File: src/rtl/uart_sync_fifo_if.sv
// uart_sync_fifo_if: push/pop/status bundle between a UART FIFO and its user.
// Latency: n/a (wiring only). Backpressure: user watches full/empty; dropped requests pulse overflow/underflow.
// Signals:
//   fifo_rst  user->fifo  synchronous flush pulse
//   wr_en     user->fifo  push request; wr_data sampled on the accepting edge
//   rd_en     user->fifo  pop request; rd_data valid the cycle after
//   full/empty/level      occupancy status (combinational from pointers)
//   overflow/underflow    registered 1-cycle pulses for dropped push/pop
interface uart_sync_fifo_if #(
  parameter int DATA_WIDTH = 8,
  parameter int ADDR_WIDTH = 3
);
  logic                  fifo_rst;
  logic                  wr_en;
  logic [DATA_WIDTH-1:0] wr_data;
  logic                  rd_en;
  logic [DATA_WIDTH-1:0] rd_data;
  logic                  full;
  logic                  empty;
  logic [ADDR_WIDTH:0]   level;
  logic                  overflow;
  logic                  underflow;

  // User side: the register file / transmitter / receiver / prefetch FSM.
  modport master (
    output fifo_rst, wr_en, wr_data, rd_en,
    input  rd_data, full, empty, level, overflow, underflow
  );

  // FIFO side.
  modport slave (
    input  fifo_rst, wr_en, wr_data, rd_en,
    output rd_data, full, empty, level, overflow, underflow
  );
endinterface

File: src/rtl/uart_sync_fifo.sv
// uart_sync_fifo: single-clock FIFO shared by the UART TX and RX paths.
// Latency: rd_data registered, valid the cycle after an accepted pop; flags update the cycle after the edge.
// Backpressure: push ignored when full (overflow pulse), pop ignored when empty (underflow pulse); no bypass.
// Ports:
//   uart_clk  clock, all state on posedge
//   rst_n     asynchronous active-low reset (memory array is not reset)
//   fifo_if   slave side of uart_sync_fifo_if (flush, push, pop, status, error pulses)
module uart_sync_fifo #(
  parameter int DATA_WIDTH = 8,
  parameter int ADDR_WIDTH = 3
) (
  input  logic           uart_clk,
  input  logic           rst_n,
  uart_sync_fifo_if.slave fifo_if
);

  localparam int DEPTH = 1 << ADDR_WIDTH;

  // Pointers carry one extra wrap bit so full and empty are distinguishable
  // when the low address bits coincide.
  logic [ADDR_WIDTH:0]   r_wptr;
  logic [ADDR_WIDTH:0]   r_rptr;
  logic [DATA_WIDTH-1:0] r_mem [DEPTH];
  logic [DATA_WIDTH-1:0] r_rd_data;
  logic                  r_overflow;
  logic                  r_underflow;

  logic                  w_full;
  logic                  w_empty;
  logic                  w_push;
  logic                  w_pop;
  logic [ADDR_WIDTH:0]   w_level;

  assign w_empty = (r_wptr == r_rptr);
  assign w_full  = (r_wptr[ADDR_WIDTH] != r_rptr[ADDR_WIDTH]) &&
                   (r_wptr[ADDR_WIDTH-1:0] == r_rptr[ADDR_WIDTH-1:0]);
  // Modular subtraction gives the right occupancy across pointer wrap.
  assign w_level = r_wptr - r_rptr;

  // Acceptance uses the pre-edge flags: a full FIFO drops a push even if a
  // pop frees a slot on the same edge, and an empty FIFO drops a pop even if
  // a push arrives on the same edge.
  assign w_push  = fifo_if.wr_en && !w_full;
  assign w_pop   = fifo_if.rd_en && !w_empty;

  // Storage has no reset; stale entries are unreachable once pointers clear.
  // Only written when not full, so it never aliases the entry being popped.
  always_ff @(posedge uart_clk) begin
    if (w_push && !fifo_if.fifo_rst) begin
      r_mem[r_wptr[ADDR_WIDTH-1:0]] <= fifo_if.wr_data;
    end
  end

  always_ff @(posedge uart_clk or negedge rst_n) begin
    if (!rst_n) begin
      r_wptr      <= '0;
      r_rptr      <= '0;
      r_rd_data   <= '0;
      r_overflow  <= 1'b0;
      r_underflow <= 1'b0;
    end else if (fifo_if.fifo_rst) begin
      // Flush wins over any same-cycle request, silently.
      r_wptr      <= '0;
      r_rptr      <= '0;
      r_rd_data   <= '0;
      r_overflow  <= 1'b0;
      r_underflow <= 1'b0;
    end else begin
      if (w_push) begin
        r_wptr <= r_wptr + 1'b1;
      end
      if (w_pop) begin
        r_rptr    <= r_rptr + 1'b1;
        r_rd_data <= r_mem[r_rptr[ADDR_WIDTH-1:0]];
      end
      r_overflow  <= fifo_if.wr_en && w_full;
      r_underflow <= fifo_if.rd_en && w_empty;
    end
  end

  assign fifo_if.rd_data   = r_rd_data;
  assign fifo_if.full      = w_full;
  assign fifo_if.empty     = w_empty;
  assign fifo_if.level     = w_level;
  assign fifo_if.overflow  = r_overflow;
  assign fifo_if.underflow = r_underflow;

endmodule
File: src/flat_wrapper.sv
// flat-port wrapper written by rule: the top's interface ports become plain ports
module uart_sync_fifo_flat 
#(
  parameter int DATA_WIDTH = 8,
  parameter int ADDR_WIDTH = 3
)
  (uart_clk, rst_n, fifo_if_fifo_rst, fifo_if_wr_en, fifo_if_wr_data, fifo_if_rd_en, fifo_if_rd_data, fifo_if_full, fifo_if_empty, fifo_if_level, fifo_if_overflow, fifo_if_underflow);
  uart_sync_fifo_if #(.DATA_WIDTH(DATA_WIDTH), .ADDR_WIDTH(ADDR_WIDTH)) fifo_if_i ();
  input  logic uart_clk;
  input  logic rst_n;
  input wire logic [$bits(fifo_if_i.fifo_rst)-1:0] fifo_if_fifo_rst;
  input wire logic [$bits(fifo_if_i.wr_en)-1:0] fifo_if_wr_en;
  input wire logic [$bits(fifo_if_i.wr_data)-1:0] fifo_if_wr_data;
  input wire logic [$bits(fifo_if_i.rd_en)-1:0] fifo_if_rd_en;
  output wire logic [$bits(fifo_if_i.rd_data)-1:0] fifo_if_rd_data;
  output wire logic [$bits(fifo_if_i.full)-1:0] fifo_if_full;
  output wire logic [$bits(fifo_if_i.empty)-1:0] fifo_if_empty;
  output wire logic [$bits(fifo_if_i.level)-1:0] fifo_if_level;
  output wire logic [$bits(fifo_if_i.overflow)-1:0] fifo_if_overflow;
  output wire logic [$bits(fifo_if_i.underflow)-1:0] fifo_if_underflow;
  assign fifo_if_i.fifo_rst = fifo_if_fifo_rst;
  assign fifo_if_i.wr_en = fifo_if_wr_en;
  assign fifo_if_i.wr_data = fifo_if_wr_data;
  assign fifo_if_i.rd_en = fifo_if_rd_en;
  assign fifo_if_rd_data = fifo_if_i.rd_data;
  assign fifo_if_full = fifo_if_i.full;
  assign fifo_if_empty = fifo_if_i.empty;
  assign fifo_if_level = fifo_if_i.level;
  assign fifo_if_overflow = fifo_if_i.overflow;
  assign fifo_if_underflow = fifo_if_i.underflow;
  uart_sync_fifo #(.DATA_WIDTH(DATA_WIDTH), .ADDR_WIDTH(ADDR_WIDTH)) u_core (.uart_clk(uart_clk), .rst_n(rst_n), .fifo_if(fifo_if_i));
endmodule
File: config.mk
export PLATFORM = sky130hd
export DESIGN_NAME = uart_sync_fifo_flat
export DESIGN_NICKNAME = d
export VERILOG_FILES = /design/src/rtl/uart_sync_fifo_if.sv /design/src/rtl/uart_sync_fifo.sv /design/src/flat_wrapper.sv
export SDC_FILE = /design/constraint.sdc
export NUM_CORES = 1
export LEC_CHECK = 0
export ABC_AREA = 1
export CORE_AREA = 2 2 81 83
export CTS_CLUSTER_DIAMETER = 60
export DETAILED_ROUTE_END_ITERATION = 6
export DIE_AREA = 0 0 83 85
export PLACE_DENSITY_LB_ADDON = 0.12
export SYNTH_ARGS = -nofsm -noshare
export SYNTH_HDL_FRONTEND = slang
export SYNTH_SLANG_ARGS = --single-unit
File: constraint.sdc
create_clock -name uart_clk -period 7.3 [get_ports uart_clk]
set_input_delay 1.825 -clock uart_clk [delete_from_list [all_inputs] [get_ports uart_clk]]
set_output_delay 1.825 -clock uart_clk [all_outputs]
set_load 0.1 [all_outputs]
==> impl_metrics.yaml <==
worst_setup_path:
  crit_type: "register to output port"
  rrSetupSlack_ns: 3.97
  r2r_start: "u_core.r_rptr[1]$_DFFE_PN0P_"
  rr_worst_depth: 9
  worstPathMaxFanout: 20
  worstSetupStartpointType: "register"
  r2r_end: "u_core.r_mem[2][4]$_DFFE_PP_"
  cp_data_required_time_ns: 5.48
  endpoint_kind: "output port"
  cp.arrival_ns: 3.49
floorplan:
  die_w_um: 83
  core_um2: 6200
  initial_core_util_pct: 60.1
  ios: 29
  fp.dieH_um: 85
  rows: 29
  die_area_um2: 7060
timing:
  setup_tns_ns: 0
  rsz0062_at_grt: "no"
  tightest_slew_ns: 1.13
  hold_ws_ns: 0.512
  max_slew_margin_pct: 24.9
  clock.fmax_ghz: 0.188
  period_share_pct: 72.8
  fin_ws_ns: 1.98
  setup_viol: 0
  final.min_clock_period_ns: 5.32
  finalHoldViolations: 0
  finClkSkew_ns: 0.0112
  finalMaxSlewViolations: 0
clocking:
  cts_resized: 0
  cts_setup_buffers: 0
  cts_buffers: 9
  htree_levels: 3
  clkSinkCount: 82
  clkLatencyLatePin_ns: 0.35
  hold_buffers: 0
  clkTransAtPathRegs_ns: 0.09
  cts_root_buffer: "clkbuf_8"
  cts_tree: "yes"
  clk_path_buf_depth: 2
grt:
  grt_pass1_vias: 2501
  grt_max_degree: 37
  grt_pass1_wl_um: 11900
  grtUsageTotal_pct: 22.5
  grt-ovfl-total: 0
  antenna_found_initial: 0
synth:
  muxShareOfSynthArea_pct: 0
  synth_async_sr_flop_share_pct: 22.0
  synth_largest_area_cell: "edfxtp_1"
  synth_cells: 372
  synthFlopType: "edfxtp_1"
  synth-edff-count: 64
  synth_top_cell_area_share_pct: 51.6
  syn_nets: 391
  synth.area.top_cells: "edfxtp_1 52%, dfrtp_1 12%, nand2_1 11%"
  ys_seq_elements: 82
  synthAdderAreaFrac_pct: 2.22
  netlist_area_um2: 3730
  synth_top_family_by_area: "simple AND/OR/NAND/NOR gates"
  synth.avg_cell_area_um2: 10.0
  synth_cell_types: 24
  synth_warnings: 0
  synthSimpleGateAreaFrac_pct: 24.0
  synth-xor-area-share_pct: 1.41
  yosysSeqAreaShare_pct: 63.6
  synth_compound_gate_area_share_pct: 0.671
worst_hold_path:
  hold_path.class: "register to register"
  min-delay-start: "u_core.fifo_if.rd_data[5]$_DFFE_PN0P_"
  hold_depth: 2
  worstHoldEndpoint: "u_core.fifo_if.rd_data[5]$_DFFE_PN0P_"
placement:
  dpl-instance-area_um2: 4050
  place.gp.congestion: 0.924
  place_inst: 466
  numPortBuffers: 28
  dp_hpwl_um: 4800
  pre_cts_ws_ns: 2.42
routing:
  wl_per_cell_um: 15.5
  drcViolationCount: 0
  drtPass1Iterations: 4
  ant_nets: 0
  vias_per_cell: 5.34
  routed_wl_um: 7480
  drt_iter0_drc: 226
  vias: 2574
pwr:
  p_leak_nw: 1.88
  vdd_drop_max_v: 0.000244
  clockPowerShare_pct: 24.4
  pwr-share-comb_pct: 27.6
  pwr-share-seq_pct: 48.0
  switching_share_pct: 37.0
  internal_power_mw: 0.715
  p_per_area_nw_per_um2: 270
  p_sw_mw: 0.420
status:
  outcome: "finished clean"
cells_and_area:
  syn_to_final_growth_pct: 12.9
  layoutNonFillerInstCount: 482
  fin_nets: 419
  fin_area_um2: 4210
  diodes: 0
  drive_above_1_share_pct: 6.42
job:
  drv_cap: 0
[stage by stage]
stage,power (mW),utilization [%]
after floorplan,0.792,-
after global placement,0.863,65.2
after detailed placement,0.867,65.2
after CTS,1.13,67.8
after global routing,1.18,67.8
final,1.13,67.8
[layout by cell type, fill, tap and decap left out, types with 2 or more instances in the layout]
cell               n
ha_1               5
edfxtp_1          64
inv_2              2
clkinvlp_4         2
inv_1             58
nor2_1            12
clkinv_1           4
xor2_1             5
nand2_2            3
nand2_1          110
dfrtp_1           18
o21ai_0            2
clkdlybuf4s50_1   28
nand2_4            4
nand3_1           66
clkbuf_8           9
clkinv_2           2
o21ai_1            2
[per-layer routing]
layer / share of wire [%] / wire length, um / up-vias / GRT usage (%)
li1: - / - / 1255 / -
met1: 43 / 3250 / 1208 / 28.9
met2: 48 / 3550 / 91 / 35.6
met3: 5.9 / 440 / 20 / 4.57
met4: 3.2 / 238 / 0 / 13.6
met5: 0 / 0 / - / 0
[layout make-up]
type                    count  area (um2)
multi-input cells         216        1050
clock buffers               9         124
repair buffers             29         288
inverters                  62         235
well taps                  77        96.3
flip-flops and latches     82        2370
clock inverters             7        36.3
fillers                   463        2000
[synthesized netlist by cell type (all sizes together) (4+ instances only)]
library cell	instances
edfxtp	64
nand3	66
xor2	5
inv	61
nor2	14
dfrtp	18
ha	5
buf	12
nand2	117
o21ai	4
[worst max-delay path, stage by stage (launching register included)]
cell	delay, ns
dfrtp_1	0.83
inv_2	0.33
ha_1	0.40
nand2_1	0.05
o21ai_0	0.21
xor2_1	0.17
clkdlybuf4s50_1	1.15
[power by group through the flow]
stage	logic, mW	clock network, mW	registers (mW)
2_1_floorplan	0.192	0	0.600
3_5_place_dp	0.313	0	0.554
6_report	0.313	0.277	0.544
5_1_grt	0.334	0.299	0.547
4_1_cts	0.314	0.277	0.543
3_3_place_gp	0.310	0	0.553
[logic make-up after synthesis]
group	after synthesis
compound gates	5
buf+inv	74
xor+xnor	6
simple gates	199
flops	82
fa+ha+maj	6
[registers in the layout, indices dropped and copies added (netlist names)]
name,cells
u_core.r_mem,64
u_core.fifo_if.rd_data,8
u_core.r_rptr,4
u_core.r_wptr,4
u_core.fifo_if.overflow,1
u_core.fifo_if.underflow,1
[worst max path at each step]
stage | startpoint | endpoint | slack [ns] | cells after the start
after floorplan | u_core.r_rptr[2]$_DFFE_PN0P_ | fifo_if_level[3] | 2.70 | 6
after CTS | u_core.r_rptr[1]$_DFFE_PN0P_ | fifo_if_level[3] | 2.02 | 6
after global routing | u_core.r_rptr[1]$_DFFE_PN0P_ | fifo_if_level[3] | 1.80 | 6
after global placement | u_core.r_rptr[1]$_DFFE_PN0P_ | fifo_if_level[3] | 2.46 | 6
final | u_core.r_rptr[1]$_DFFE_PN0P_ | fifo_if_level[3] | 1.98 | 6
after detailed placement | u_core.r_rptr[1]$_DFFE_PN0P_ | fifo_if_level[3] | 2.42 | 6
Power figures use the tool's default switching activity.
